`src/rtl/dmem_mmio_responder_pkg.sv`:
```
// Shared definitions for the data-memory responder: MMIO register offsets and
// console status bit layout, mirrored by the software headers.
package dmem_mmio_responder_pkg;

  typedef enum logic [1:0] {
    OFF_CON_DATA = 2'd0,
    OFF_CON_STAT = 2'd1,
    OFF_CYCLES   = 2'd2,
    OFF_RSVD     = 2'd3
  } mmio_off_e;

  localparam int STAT_FULL_BIT  = 0;
  localparam int STAT_EMPTY_BIT = 1;
  localparam int STAT_OVF_BIT   = 2;
  localparam int STAT_COUNT_LSB = 8;

  function automatic logic [31:0] con_stat(input logic [7:0] count, input logic ovf,
                                           input logic empty, input logic full);
    logic [31:0] s;
    s = '0;
    s[STAT_FULL_BIT]            = full;
    s[STAT_EMPTY_BIT]           = empty;
    s[STAT_OVF_BIT]             = ovf;
    s[STAT_COUNT_LSB +: 8]      = count;
    return s;
  endfunction

endpackage

```
`src/rtl/dmem_mmio_responder_sync_fifo.sv`:
```
// Synchronous FIFO with show-ahead head output; a push into a full FIFO is
// still accepted when a pop frees the slot in the same cycle.
module sync_fifo #(
  parameter int WIDTH = 8,
  parameter int DEPTH = 8,
  localparam int AW = $clog2(DEPTH),
  localparam int CW = AW + 1
) (
  input  logic             clk,
  input  logic             reset,
  input  logic             push,
  input  logic             pop,
  input  logic [WIDTH-1:0] wdata,
  output logic [WIDTH-1:0] rdata,
  output logic             full,
  output logic             empty,
  output logic             accept,
  output logic [CW-1:0]    count
);

  logic [WIDTH-1:0] mem [DEPTH];
  logic [AW-1:0]    wr_ptr;
  logic [AW-1:0]    rd_ptr;
  logic             do_pop;

  assign full   = (count == CW'(DEPTH));
  assign empty  = (count == '0);
  assign do_pop = pop && !empty;
  assign accept = push && (!full || do_pop);
  // Head is forced to zero while empty so stale storage never leaks out.
  assign rdata  = empty ? '0 : mem[rd_ptr];

  always_ff @(posedge clk) begin
    if (accept) mem[wr_ptr] <= wdata;
  end

  always_ff @(posedge clk) begin
    if (reset) begin
      wr_ptr <= '0;
      rd_ptr <= '0;
      count  <= '0;
    end else begin
      if (accept) wr_ptr <= wr_ptr + 1'b1;
      if (do_pop) rd_ptr <= rd_ptr + 1'b1;
      case ({accept, do_pop})
        2'b10:   count <= count + 1'b1;
        2'b01:   count <= count - 1'b1;
        default: count <= count;
      endcase
    end
  end

endmodule

```
`src/rtl/dmem_mmio_responder.sv`:
```
// Data-memory responder for the single-cycle core: word RAM, console TX FIFO
// and a free-running cycle counter behind a 16-byte MMIO window.
module dmem_mmio_responder
  import dmem_mmio_responder_pkg::*;
#(
  parameter int          RAM_WORDS  = 64,
  parameter int          FIFO_DEPTH = 8,
  parameter logic [31:0] MMIO_BASE  = 32'hFFFF_0000
) (
  input  logic        clk,
  input  logic        reset,
  input  logic        MemWrite,
  input  logic [31:0] ALUResult,
  input  logic [31:0] WriteData,
  output logic [31:0] ReadData,
  output logic [7:0]  tx_data,
  output logic        tx_valid,
  input  logic        tx_ready
);

  localparam int          RAW       = $clog2(RAM_WORDS);
  localparam int          FCW       = $clog2(FIFO_DEPTH) + 1;
  localparam logic [31:0] RAM_BYTES = 32'(RAM_WORDS * 4);

  logic [31:0]    ram [RAM_WORDS];
  logic [31:0]    cycles;
  logic           ovf;
  logic           ram_sel, mmio_sel;
  mmio_off_e      off;
  logic [RAW-1:0] ram_idx;
  logic           ram_we, con_push, stat_we, cyc_we;
  logic           fifo_full, fifo_empty, fifo_accept;
  logic [FCW-1:0] fifo_count;
  logic [8:0]     cnt_ext;
  logic           unused_bits;

  assign ram_sel  = (ALUResult < RAM_BYTES);
  assign mmio_sel = (ALUResult[31:4] == MMIO_BASE[31:4]);
  assign off      = mmio_off_e'(ALUResult[3:2]);
  assign ram_idx  = ALUResult[RAW+1:2];

  assign ram_we   = MemWrite && ram_sel;
  assign con_push = MemWrite && mmio_sel && (off == OFF_CON_DATA);
  assign stat_we  = MemWrite && mmio_sel && (off == OFF_CON_STAT);
  assign cyc_we   = MemWrite && mmio_sel && (off == OFF_CYCLES);

  assign cnt_ext     = 9'(fifo_count);
  assign unused_bits = ^{ALUResult[1:0], cnt_ext[8]};

  // Console stream: tx_data is the FIFO head, valid whenever the FIFO is
  // non-empty; a byte transfers on a rising edge with tx_valid && tx_ready, and
  // tx_data holds steady while tx_valid is high and tx_ready is low.
  assign tx_valid = !fifo_empty;

  sync_fifo #(.WIDTH(8), .DEPTH(FIFO_DEPTH)) u_fifo (
    .clk    (clk),
    .reset  (reset),
    .push   (con_push),
    .pop    (tx_valid && tx_ready),
    .wdata  (WriteData[7:0]),
    .rdata  (tx_data),
    .full   (fifo_full),
    .empty  (fifo_empty),
    .accept (fifo_accept),
    .count  (fifo_count)
  );

  always_ff @(posedge clk) begin
    if (ram_we) ram[ram_idx] <= WriteData;
  end

  always_ff @(posedge clk) begin
    if (reset) begin
      cycles <= '0;
      ovf    <= 1'b0;
    end else begin
      cycles <= cyc_we ? WriteData : cycles + 32'd1;
      // A dropped byte wins over a software clear in the same cycle.
      if (con_push && !fifo_accept)              ovf <= 1'b1;
      else if (stat_we && WriteData[STAT_OVF_BIT]) ovf <= 1'b0;
    end
  end

  always_comb begin
    ReadData = '0;
    if (ram_sel) begin
      ReadData = ram[ram_idx];
    end else if (mmio_sel) begin
      unique case (off)
        OFF_CON_DATA: ReadData = '0;
        OFF_CON_STAT: ReadData = con_stat(cnt_ext[7:0], ovf, fifo_empty, fifo_full);
        OFF_CYCLES:   ReadData = cycles;
        OFF_RSVD:     ReadData = '0;
      endcase
    end
  end

endmodule
```
`config.mk`:
```
export PLATFORM = sky130hd
export DESIGN_NAME = dmem_mmio_responder
export DESIGN_NICKNAME = d
export VERILOG_FILES = /design/src/rtl/dmem_mmio_responder_pkg.sv /design/src/rtl/dmem_mmio_responder_sync_fifo.sv /design/src/rtl/dmem_mmio_responder.sv
export SDC_FILE = /design/constraint.sdc
export NUM_CORES = 2
export LEC_CHECK = 0
export CAP_MARGIN = 20
export CORE_MARGIN = 3
export CORE_UTILIZATION = 40
export CTS_BUF_LIST = sky130_fd_sc_hd__clkbuf_4
export CTS_CLUSTER_SIZE = 10
export DETAILED_ROUTE_END_ITERATION = 7
export PLACE_DENSITY = 0.62
export SYNTH_ARGS = -nofsm -noshare
export SYNTH_HDL_FRONTEND = slang
export SYNTH_SLANG_ARGS = --single-unit
```
`constraint.sdc`:
```
create_clock -name clk -period 10.45 [get_ports clk]
set_input_delay 1.5675 -clock clk [delete_from_list [all_inputs] [get_ports clk]]
set_output_delay 1.5675 -clock clk [all_outputs]
set_load 0.01 [all_outputs]
```
==> summary.txt <==
STA
  – Fmax: 125 MHz
  – Final setup skew: 37.5 ps
  – Actual slew at the worst max-slew pin: 1280 ps
  – Max-slew violations: 0
  – Minimum clock period: 7980 ps
  – Fin. Hold Viols: 0
  – Fin crit share: 0.764
  – Setup total negative slack: 0 ps
  – RSZ-0062 raised after global routing: false
  – Setup violations, final: 0
  – Relative slew slack: 0.141

Power and ir drop
  – Internal: 13.4 mW
  – Power per Cell Area: 180 nW/µm²
  – Worst VDD drop: 0.0845 mV
  – Leak Pwr: 30.7 nW
  – Share of power burned in registers: 0.549
  – Switch share: 0.226
  – Clk pwr share: 0.403
  – NetSw: 3.91 mW
  – Logic pwr share: 0.048

Global route
  – Global routing's busiest layer: met2
  – Largest net degree at the start of global routing: 75
  – Initial antenna violation count: 27
  – GRT Util Overall: 0.245
  – First-pass GRT wire length: 367 mm
  – Met2 usage in global routing: 0.370
  – Number of global-route vias before repair: 46300
  – GR Overflow Total: 0
  – Grt met1 use: 0.333
  – M3 GR Usage: 0.0673

Routing
  – Post-Route WL: 268 mm
  – Vias per inst: 6.04
  – ANT nets after route: 0
  – Avg WL per Cell: 34.2 µm
  – Drt pass-1 iters: 8
  – DR iter-0 viols: 7002
  – DRC violations left: 13
  – Vias: 47300

Critical path
  – Required @ worst endpoint: 8880 ps
  – Crit-path most repeated cell: buf_4
  – Worst path bufs/invs: 3
  – CP Capture Type: primary output
  – Worst-path fanout max: 30
  – Crit path launch type: input pin
  – Crit path from: ALUResult[7]
  – Crit path DAT: 6410 ps
  – Reg-to-Reg Start: u_fifo.count[1]
  – Worst setup path category: input pin to primary output
  – Top delay family on crit path: buffers and inverters
  – Max incr delay on CP: 1110 ps
  – CP Cell Sequence: buf_4 -> buf_4 -> nor3b_2 -> a22oi_1 -> o22ai_1 -> nor4_1 -> o21ai_0 -> clkdlybuf4s50_1
  – Crit path max-delay cell type: nor3b_2

Synthesis
  – Ys async rst share: 0
  – Ys Warns: 0
  – Cells after synthesis: 4041
  – Syn_nets: 4113
  – Number of synthesized register bits: 2158
  – Prevailing post-synth register cell: edfxtp_1
  – Syn Area/Cell: 20.7 µm²
  – Register area share after synthesis: 0.768
  – Number of synthesized flops with an enable pin: 2112
  – Mapped Area: 83700 µm²
  – Yosys cell types: 74

Cells and area
  – Final Cell Area: 96000 µm²
  – Register area: 64300 µm²
  – Most frequent cells in the layout: edfxtp_1 (2112), clkbuf_4 (805), mux4_2 (445)
  – Multi-input combinational cell area: 18900 µm²
  – Layout area overhead: 14.6%
  – Layout cells sized above 1: 0.329
  – Commonest non-fill, non-tap cell in the layout: edfxtp_1
  – Fin nets: 4754
  – Fill cells: 17700
  – Final Util: 0.462

Die
  – Die width: 464 µm
  – Die area: 215000 µm²
  – Row count: 167
  – DIE HEIGHT: 464 µm
  – Number of placed I/O pins: 109
  – Initial Util: 0.403
  – Core ar.: 208000 µm²

Clock tree
  – Root buf cell: clkbuf_4
  – CTS buffer count: 564
  – CTS Sinks: 2158
  – Clock-pin transition on the worst setup and hold timing paths: 70 ps
  – PostCTS Resize Cnt: 0
  – Clock tree buffer depth: 4
  – Post-CTS Setup Repair Bufs: 0
  – CTS tree: yes
  – CTS hold repair buffers: 0
  – H-Tree Depth: 6
  – Worst-Skew Late Latency: 1370 ps

Placed design
  – I/O Buffers: 106
  – Gp weighted congestion: 0.896
  – Placed instance area: 89200 µm²
  – DP HPWL: 157 mm

Outcome
  – Failing checks: DRC
  – Status: finished, violations left

Min path
  – Worst Hold Class: register to register
  – Hold_sp: u_fifo.rd_ptr[2]

Flow run
  – Max_cap viols: 0
-- flip-flops by register name (all words and copies together) (netlist names), named ones only --
| name | flops |
|---|---|
| u_fifo.mem | 64 |
| ovf | 1 |
| u_fifo.rd_ptr | 3 |
| cycles | 32 |
| ram | 2048 |
| u_fifo.wr_ptr | 3 |
| u_fifo.count | 4 |
-- power by group through the flow --
stage,Sequential (mW),Combinational (mW),Clock (mW)
finish,9.49,0.834,6.98
global route,9.49,0.862,7.57
CTS,9.49,0.820,7.09
detailed placement,9.68,0.819,0
global placement,9.68,0.807,0
floorplan,9.68,0.396,0
-- through the flow --
stage	setup WS, ps	hold slack, ps	cells	power [mW]
after floorplan	5040	449	4041	10.1
after global placement	2660	476	6895	10.5
after detailed placement	2590	472	6897	10.5
after CTS	2580	484	7811	17.4
after global routing	2600	491	7822	17.9
final	2470	491	7832	17.3
-- layer usage --
metal | routed length (µm) | up-vias
li1 | - | 18600
met1 | 101000 | 24700
met2 | 122000 | 3393
met3 | 31900 | 627
met4 | 12600 | 20
met5 | 308 | -
-- final cells by class --
| type | count | area share |
|---|---|---|
| flip-flops and latches | 2158 | 0.670 |
| inverters | 8 | 0.000313 |
| clock buffers | 805 | 0.0630 |
| multi-input cells | 1646 | 0.197 |
| clock inverters | 109 | 0.00582 |
| well taps | 2788 | 0.0364 |
| diodes | 14 | 0.000365 |
| repair buffers | 304 | 0.0268 |
-- cells in the mapped netlist (13+ instances only) --
master | instances | area share
nor3_1 | 19 | 0.0011
a221oi_1 | 21 | 0.0022
nor2_1 | 173 | 0.0078
and3_1 | 17 | 0.0013
buf_1 | 25 | 0.0011
nand2_1 | 121 | 0.0054
a211oi_1 | 13 | 0.0012
a21oi_1 | 58 | 0.0035
edfxtp_1 | 2112 | 0.76
nand4_1 | 31 | 0.0023
nor4_1 | 16 | 0.0012
clkbuf_1 | 123 | 0.0055
a22oi_1 | 136 | 0.012
buf_4 | 28 | 0.0025
dfxtp_1 | 46 | 0.011
xnor2_1 | 13 | 0.0014
mux4_2 | 445 | 0.12
mux2_2 | 13 | 0.0017
o21ai_0 | 32 | 0.0019
nor2b_1 | 21 | 0.0016
xor2_1 | 23 | 0.0024
nand3_1 | 61 | 0.0036
a22o_1 | 27 | 0.0028
mux2i_1 | 212 | 0.025
a211oi_2 | 30 | 0.0045
o22ai_1 | 21 | 0.0016
buf_2 | 48 | 0.0029
-- worst paths after layout --
check,to,slack (ps),cells after the start
worst max register to register,u_fifo.count[2],7850,9
worst max-delay path,ReadData[22],2470,8
worst min-delay path,register,490,2
worst min register to register,register,490,2
-- logic make-up (layout without fill, tap and decap cells) --
| family | Yosys count | in the layout | synth area share |
|---|---|---|---|
| buffers and inverters | 237 | 1226 | 0.0130 |
| muxes | 670 | 670 | 0.147 |
| DFF | 2158 | 2158 | 0.768 |
| and+or+nand+nor | 528 | 528 | 0.0307 |
| AOI/OAI and AO/OA | 408 | 408 | 0.0368 |
| xor gates and xnor gates | 36 | 36 | 0.00377 |
| other | 0 | 14 | 0 |
| adders and majority gates | 4 | 4 | 0.000598 |
-- worst min-delay path, stage by stage (launching register included) --
cell     delay, ps
dfxtp_1        300
o21ai_0         60
a21oi_1         80
No activity file was read; power rests on OpenSTA's default activity.
